**src/rtl/nv_nvdla_soft_reset_ctl.sv**
```systemverilog
// nv_nvdla_soft_reset_ctl: software-triggered core reset sequencer with drain, min-width assert and ack handshake
module nv_nvdla_soft_reset_ctl #(
    parameter int NUM_ENG       = 4,
    parameter int CNT_W         = 16,
    parameter int RST_CYCLES    = 16,
    parameter int DRAIN_TIMEOUT = 1024,
    parameter int ACK_TIMEOUT   = 64
) (
    input  logic               nvdla_clk,
    input  logic               dla_reset_rstn,
    input  logic               soft_reset_req,
    input  logic [NUM_ENG-1:0] engine_idle,
    input  logic               synced_rstn,
    output logic               core_reset_rstn,
    output logic               drain_req,
    output logic               soft_reset_busy,
    output logic               soft_reset_done,
    output logic               drain_timeout_err,
    output logic               ack_timeout_err
);
    typedef enum logic [2:0] {IDLE, DRAIN, ASSERT, ACK_LO, RELEASE, ACK_HI, DONE} state_t;

    localparam logic [CNT_W-1:0] DRAIN_LAST = CNT_W'(DRAIN_TIMEOUT - 1);
    localparam logic [CNT_W-1:0] RST_LAST   = CNT_W'(RST_CYCLES - 1);
    localparam logic [CNT_W-1:0] ACK_LAST   = CNT_W'(ACK_TIMEOUT - 1);

    state_t           state;
    logic [CNT_W-1:0] cnt;
    logic [CNT_W-1:0] cnt_inc;
    logic             all_idle;

    assign all_idle = &engine_idle;
    assign cnt_inc  = (&cnt) ? cnt : cnt + 1'b1;

    // Sequencer: every output is a flop updated on the transition that enters its state
    always_ff @(posedge nvdla_clk or negedge dla_reset_rstn) begin
        if (!dla_reset_rstn) begin
            state             <= IDLE;
            cnt               <= '0;
            core_reset_rstn   <= 1'b1;
            drain_req         <= 1'b0;
            soft_reset_busy   <= 1'b0;
            soft_reset_done   <= 1'b0;
            drain_timeout_err <= 1'b0;
            ack_timeout_err   <= 1'b0;
        end else begin
            soft_reset_done <= 1'b0;
            cnt             <= (state == IDLE) ? '0 : cnt_inc;
            case (state)
                IDLE: if (soft_reset_req) begin
                    state             <= DRAIN;
                    cnt               <= '0;
                    drain_req         <= 1'b1;
                    soft_reset_busy   <= 1'b1;
                    drain_timeout_err <= 1'b0;
                    ack_timeout_err   <= 1'b0;
                end
                DRAIN: if (all_idle || cnt == DRAIN_LAST) begin
                    state           <= ASSERT;
                    cnt             <= '0;
                    core_reset_rstn <= 1'b0;
                    if (!all_idle) drain_timeout_err <= 1'b1;
                end
                ASSERT: if (cnt == RST_LAST) begin
                    state <= ACK_LO;
                    cnt   <= '0;
                end
                ACK_LO: if (!synced_rstn || cnt == ACK_LAST) begin
                    state           <= RELEASE;
                    cnt             <= '0;
                    core_reset_rstn <= 1'b1;
                    drain_req       <= 1'b0;
                    if (synced_rstn) ack_timeout_err <= 1'b1;
                end
                RELEASE: begin
                    state <= ACK_HI;
                    cnt   <= '0;
                end
                ACK_HI: if (synced_rstn || cnt == ACK_LAST) begin
                    state           <= DONE;
                    cnt             <= '0;
                    soft_reset_done <= 1'b1;
                    if (!synced_rstn) ack_timeout_err <= 1'b1;
                end
                DONE: begin
                    state           <= IDLE;
                    cnt             <= '0;
                    soft_reset_busy <= 1'b0;
                end
                default: state <= IDLE;
            endcase
        end
    end
endmodule
```
**config.mk**
```make
export PLATFORM = sky130hd
export DESIGN_NAME = nv_nvdla_soft_reset_ctl
export DESIGN_NICKNAME = d
export VERILOG_FILES = /design/src/rtl/nv_nvdla_soft_reset_ctl.sv
export SDC_FILE = /design/constraint.sdc
export NUM_CORES = 1
export LEC_CHECK = 0
export ABC_AREA = 1
export CORE_MARGIN = 2
export CORE_UTILIZATION = 45
export CTS_BUF_LIST = sky130_fd_sc_hd__clkbuf_4
export DETAILED_ROUTE_END_ITERATION = 12
export DONT_BUFFER_PORTS = 1
export PLACE_DENSITY = 0.65
export SYNTH_ARGS = -nofsm -noshare
export SYNTH_HDL_FRONTEND = slang
export SYNTH_SLANG_ARGS = --single-unit
```
**constraint.sdc**
```tcl
create_clock -name nvdla_clk -period 4.3 [get_ports nvdla_clk]
set_input_delay 0.43 -clock nvdla_clk [delete_from_list [all_inputs] [get_ports nvdla_clk]]
set_output_delay 0.43 -clock nvdla_clk [all_outputs]
set_load 0.02 [all_outputs]
```
* After elaboration in Yosys (flattened, before gate mapping)
Index checks and enable logic that the tools add are counted.
Widths: inputs -> output; s select.
** Operators by class
- Equality and inequality tests :: 17
- Reduce and logical (&&, ||, !) cells :: 19
- $mul :: 0
- Multiplexer cells :: 32
- $add $sub $neg :: 1
- Divide/modulo/power cells :: 0
- Bitwise gates (word level) :: 0
- $lt $le $gt $ge :: 0
- Shift operators :: 0
** Operator list (number)
- $mux 16 :: 7
- $pmux 16 s6 :: 1
- $pmux 3 s6 :: 1
- $add 16x1->16 const B :: 1
- $eq 16x10->1 const B :: 1
- $eq 16x4->1 const B :: 1
- $eq 16x6->1 const B :: 1
- $ne 2x2->1 const B :: 8
- $reduce_and 16->1 :: 1
- $mux 3 :: 5
- $mux 1 :: 13
- $eq 3x3->1 const B :: 3
- $pmux 1 s2 :: 4
- $reduce_and 4->1 :: 2
- $reduce_bool 2->1 :: 4
- $eq 3x2->1 const B :: 2
- $reduce_and 3->1 :: 2
- $reduce_and 6->1 :: 1
- $reduce_and 5->1 :: 1
- $eq 3x1->1 const B :: 1
- $logic_not 3->1 :: 1
- $logic_or 1x1->1 :: 3
- $pmux 1 s3 :: 1
- $reduce_bool 3->1 :: 1
- 3 further kinds :: 3
** Word-level totals
- Output and inout port bits :: 6
- Bits in latches :: 0
- Register bits :: 25
- Input port bits :: 8
- Memories kept :: 0
- Bits in read-only memories :: 0
- Memory bits (writable) :: 0

* Depth between registers and ports, before layout
- Depth after elaboration :: 5
- Depth in mapped cells :: 11

* Least setup slack after synthesis
OpenSTA, ideal clock, no wires.
- Path kind :: reg-to-reg
- Start point :: register cnt[0]
- End point :: register cnt[1]
- Period minus slack after synthesis :: 1702 ps
- Cell stages (with the launch flop) :: 12
- Slack :: 2598 ps
- Arrival time :: 1581 ps
- Cell sequence :: dfrtp_1 > ha_1 > nand3_2 > inv_2 > nand2_2 > clkinv_2 > nand2_2 > nand2_2 > nand2_2 > nor3_4 > buf_8 > nor2_1
** On the way
- Word-level cells in the longest chain between the ends :: 5
** RTL lines
- start, declared :: line 28 : logic [CNT_W-1:0] cnt;
- start signal, assigned :: line 48 : cnt <= (state == IDLE) ? '0 : cnt_inc;
- $add 16x1->16 or $reduce_and 16->1 (tied branches) :: line 33 : assign cnt_inc = (&cnt) ? cnt : cnt + 1'b1;
- $mux 16 :: line 33
- $mux 16 :: line 48
- $mux 16 (on tied branches)
- $pmux 16 s6 * :: line 49 : case (state)
Mark *: on every way between the ends. The rest lies on a longest branch, timed or not.
A chain may end at the register's enable or synchronous reset.

* Worst setup path after layout
- Start point :: register cnt[0]
- End point :: register cnt[2]
The elaborated chain is that of the path after synthesis.

==> impl_metrics.env <==
export IMPL_ant_nets=0
export IMPL_syn_nets=225
export IMPL_rows=21
export IMPL_diodes=0
export IMPL_combPwrFrac=0.364
export IMPL_wirelength_microns=3060
export IMPL_grt_pass1_wl_microns=5460
export IMPL_cp_startpoint="cnt[0]$_DFF_PN0_"
export IMPL_crit_arrival_ps=2270
export IMPL_yosys_area_top_type_share=0.390
export IMPL_clock_root_buffer="clkbuf_4"
export IMPL_r2r_start="cnt[0]$_DFF_PN0_"
export IMPL_seqPwrFrac=0.479
export IMPL_cts_sinks=25
export IMPL_die_area_sq_um=3910
export IMPL_drive_gt1_frac=0.146
export IMPL_area_growth_pct=6.41
export IMPL_endpoint_kind="flop"
export IMPL_synth_top_area_cell="dfrtp_1"
export IMPL_die_w_microns=62.5
export IMPL_power_switching_w=0.000319
export IMPL_synth_common_cells="nand2_1, nor2_1, dfrtp_1, inv_1, nand3_1"
export IMPL_hp_class="in -> reg"
export IMPL_synthCells=215
export IMPL_fin_skew_ps=5.84
export IMPL_boundaryPins=14
export IMPL_grt_antenna_before_repair=0
export IMPL_clk_pin_slew_worst_paths_ps=140
export IMPL_die_y_microns=62.5
export IMPL_slew_violations=0
export IMPL_status="finished clean"
export IMPL_drt_pass1_iterations=4
export IMPL_wl_per_cell_microns=11.5
export IMPL_postSynth_asyncResetShare=1.00
export IMPL_grt_pass1_vias=1193
export IMPL_slew_headroom=0.516
export IMPL_start_kind="flop"
export IMPL_vias_per_cell=5.03
export IMPL_cts_tree="yes"
export IMPL_critical_path_class="reg -> reg"
export IMPL_synth_area_leaders="dfrtp_1, nand2_1, nor2_1"
export IMPL_synth_flop_cell="dfrtp_1"
export IMPL_synth_seq_cells=25
export IMPL_fin_setup_tns_ps=0
export IMPL_p_per_area_nw_per_um2=444
export IMPL_grt_max_degree=26
export IMPL_worst_pin_slew_ps=723
export IMPL_cap_violations=0
export IMPL_hold_viol=0
export IMPL_syn_avg_cell_area_sq_um=7.17
export IMPL_vias=1332
export IMPL_initial_utilization=0.466
export IMPL_setup_violations=0
export IMPL_grt_overflow=0
export IMPL_rsz0062_at_grt="no"
export IMPL_fin_nets=230
export IMPL_worstPathRequired_ps=4490
export IMPL_cts_max_path_buffers=2
export IMPL_timing_rr_end="cnt[2]$_DFF_PN0_"
export IMPL_h_tree_depth=1
export IMPL_synth_edf_count=0
export IMPL_p_int_w=0.000410
export IMPL_fin_util=0.495
export IMPL_synth_most_common_cell="nand2_1"
export IMPL_min_period_ps=2080
export IMPL_drt_initial_drc_count=41
export IMPL_yosysWarnings=0
export IMPL_p_clk_frac=0.156
export IMPL_dp_hpwl_microns=2350
export IMPL_drc=0
export IMPL_ir_drop_mv=0.188
export IMPL_worstPathMaxFanout=16
export IMPL_core_sq_um=3310
export IMPL_cts_buffers=3
export IMPL_max_clock_freq_mhz=481
export IMPL_ff2ff_setup_slack_ps=2220
export IMPL_crit_path_end="cnt[2]$_DFF_PN0_"
export IMPL_ys_seq_area_frac=0.407
export IMPL_port_buffer_count=0
export IMPL_synthDistinctLibCells=25
export IMPL_netlist_area_sq_um=1540
export IMPL_clk_latency_ps=320
export IMPL_reg2reg_depth=8
export IMPL_layout_worst_path_cycle_share=0.484
export IMPL_post_cts_buffers=0
export IMPL_grt_usage=0.176
export IMPL_whs_path_depth=2
export IMPL_gp_congestion=0.829
export IMPL_p_leak_nw=0.741
export IMPL_swShare=0.437
layer usage:
layer	share of wire	up-vias	global-route usage
li1	-	696	-
met1	0.48	605	0.253
met2	0.46	27	0.277
met3	0.042	4	0.0270
met4	0.011	0	0.0500
met5	0	-	0
cells by family (layout without fill, tap and decap cells):
group | count (synthesis) | after routing | share of synthesized area
fa+ha+maj | 2 | 2 | 0.0162
xor+xnor | 4 | 4 | 0.0227
compound gates | 23 | 23 | 0.0820
simple gates | 132 | 132 | 0.394
flops | 25 | 25 | 0.407
buf+inv | 29 | 33 | 0.0787
cell usage in the layout (no fill, tap or decap), types with 2 or more instances in the layout:
cell type,synthesis,final
nand2_1,43,43
nor2_1,38,38
inv_1,24,24
dfrtp_1,24,24
nand3_1,19,19
nor2_2,10,10
o21ai_0,10,10
a21oi_1,9,9
nand2_2,8,8
nand4_1,6,6
nor3_1,5,5
clkbuf_4,0,4
xor2_1,3,3
inv_2,2,2
a31o_2,2,2
ha_1,2,2
worst min path at each step:
stage | start | to | slack, ps
floorplan | dla_reset_rstn | ack_timeout_err$_DFFE_PN0P_ | 130
global placement | dla_reset_rstn | cnt[3]$_DFF_PN0_ | 130
detailed placement | dla_reset_rstn | cnt[3]$_DFF_PN0_ | 130
CTS | soft_reset_req | soft_reset_busy$_DFFE_PN0P_ | 260
global route | soft_reset_req | soft_reset_busy$_DFFE_PN0P_ | 270
finish | soft_reset_req | soft_reset_busy$_DFFE_PN0P_ | 270
power groups by stage:
stage / Sequential [W] / Combinational (W) / Clock (W)
2_1_floorplan: 0.000335 / 0.000253 / 0
3_3_place_gp: 0.000353 / 0.000259 / 0
3_5_place_dp: 0.000355 / 0.000264 / 0
4_1_cts: 0.000350 / 0.000272 / 0.000118
5_1_grt: 0.000357 / 0.000303 / 0.000131
6_report: 0.000349 / 0.000265 / 0.000114
stage by stage:
| stage | worst slack (ps) | std cells | hold WS [ps] | power (W) | area, sq um |
|---|---|---|---|---|---|
| floorplan | 2600 | 215 | 134 | 0.000588 | 1540 |
| global placement | 2250 | 259 | 135 | 0.000612 | 1580 |
| detailed placement | 2190 | 259 | 135 | 0.000618 | 1580 |
| CTS | 2180 | 265 | 264 | 0.000740 | 1640 |
| global route | 2040 | 265 | 273 | 0.000791 | 1640 |
| finish | 2220 | 265 | 265 | 0.000728 | 1640 |
critical path, stage by stage, from the launching register on:
cell	delay, ps
dfrtp_1	510
ha_1	210
nand3_2	110
nor2_2	170
nand2_2	90
nand2_2	80
nor2_2	50
nor3_4	630
nor2_1	90
layout make-up:
type / instances / area, sq um
fillers: 348 / 1670
flip-flops and latches: 25 / 627
inverters: 27 / 103
multi-input cells: 161 / 793
clock buffers: 4 / 30.0
repair buffers: 2 / 30.0
well taps: 46 / 57.6
sequential cells by signal, indices dropped and copies added, names as in the netlist:
register           flops
drain_timeout_err      1
ack_timeout_err        1
soft_reset_busy        1
soft_reset_done        1
drain_req              1
state                  3
core_reset_rstn        1
cnt                   16
what timing repair did:
| action | 4_1_cts | 5_1_grt |
|---|---|---|
| endpoints found under the setup margin | 0 | 0 |
| resized for setup | 0 | 0 |
| hold buffers | 2 | 0 |
| hold endpoints to repair | 25 | 0 |
(Power assumes the default switching activity.)
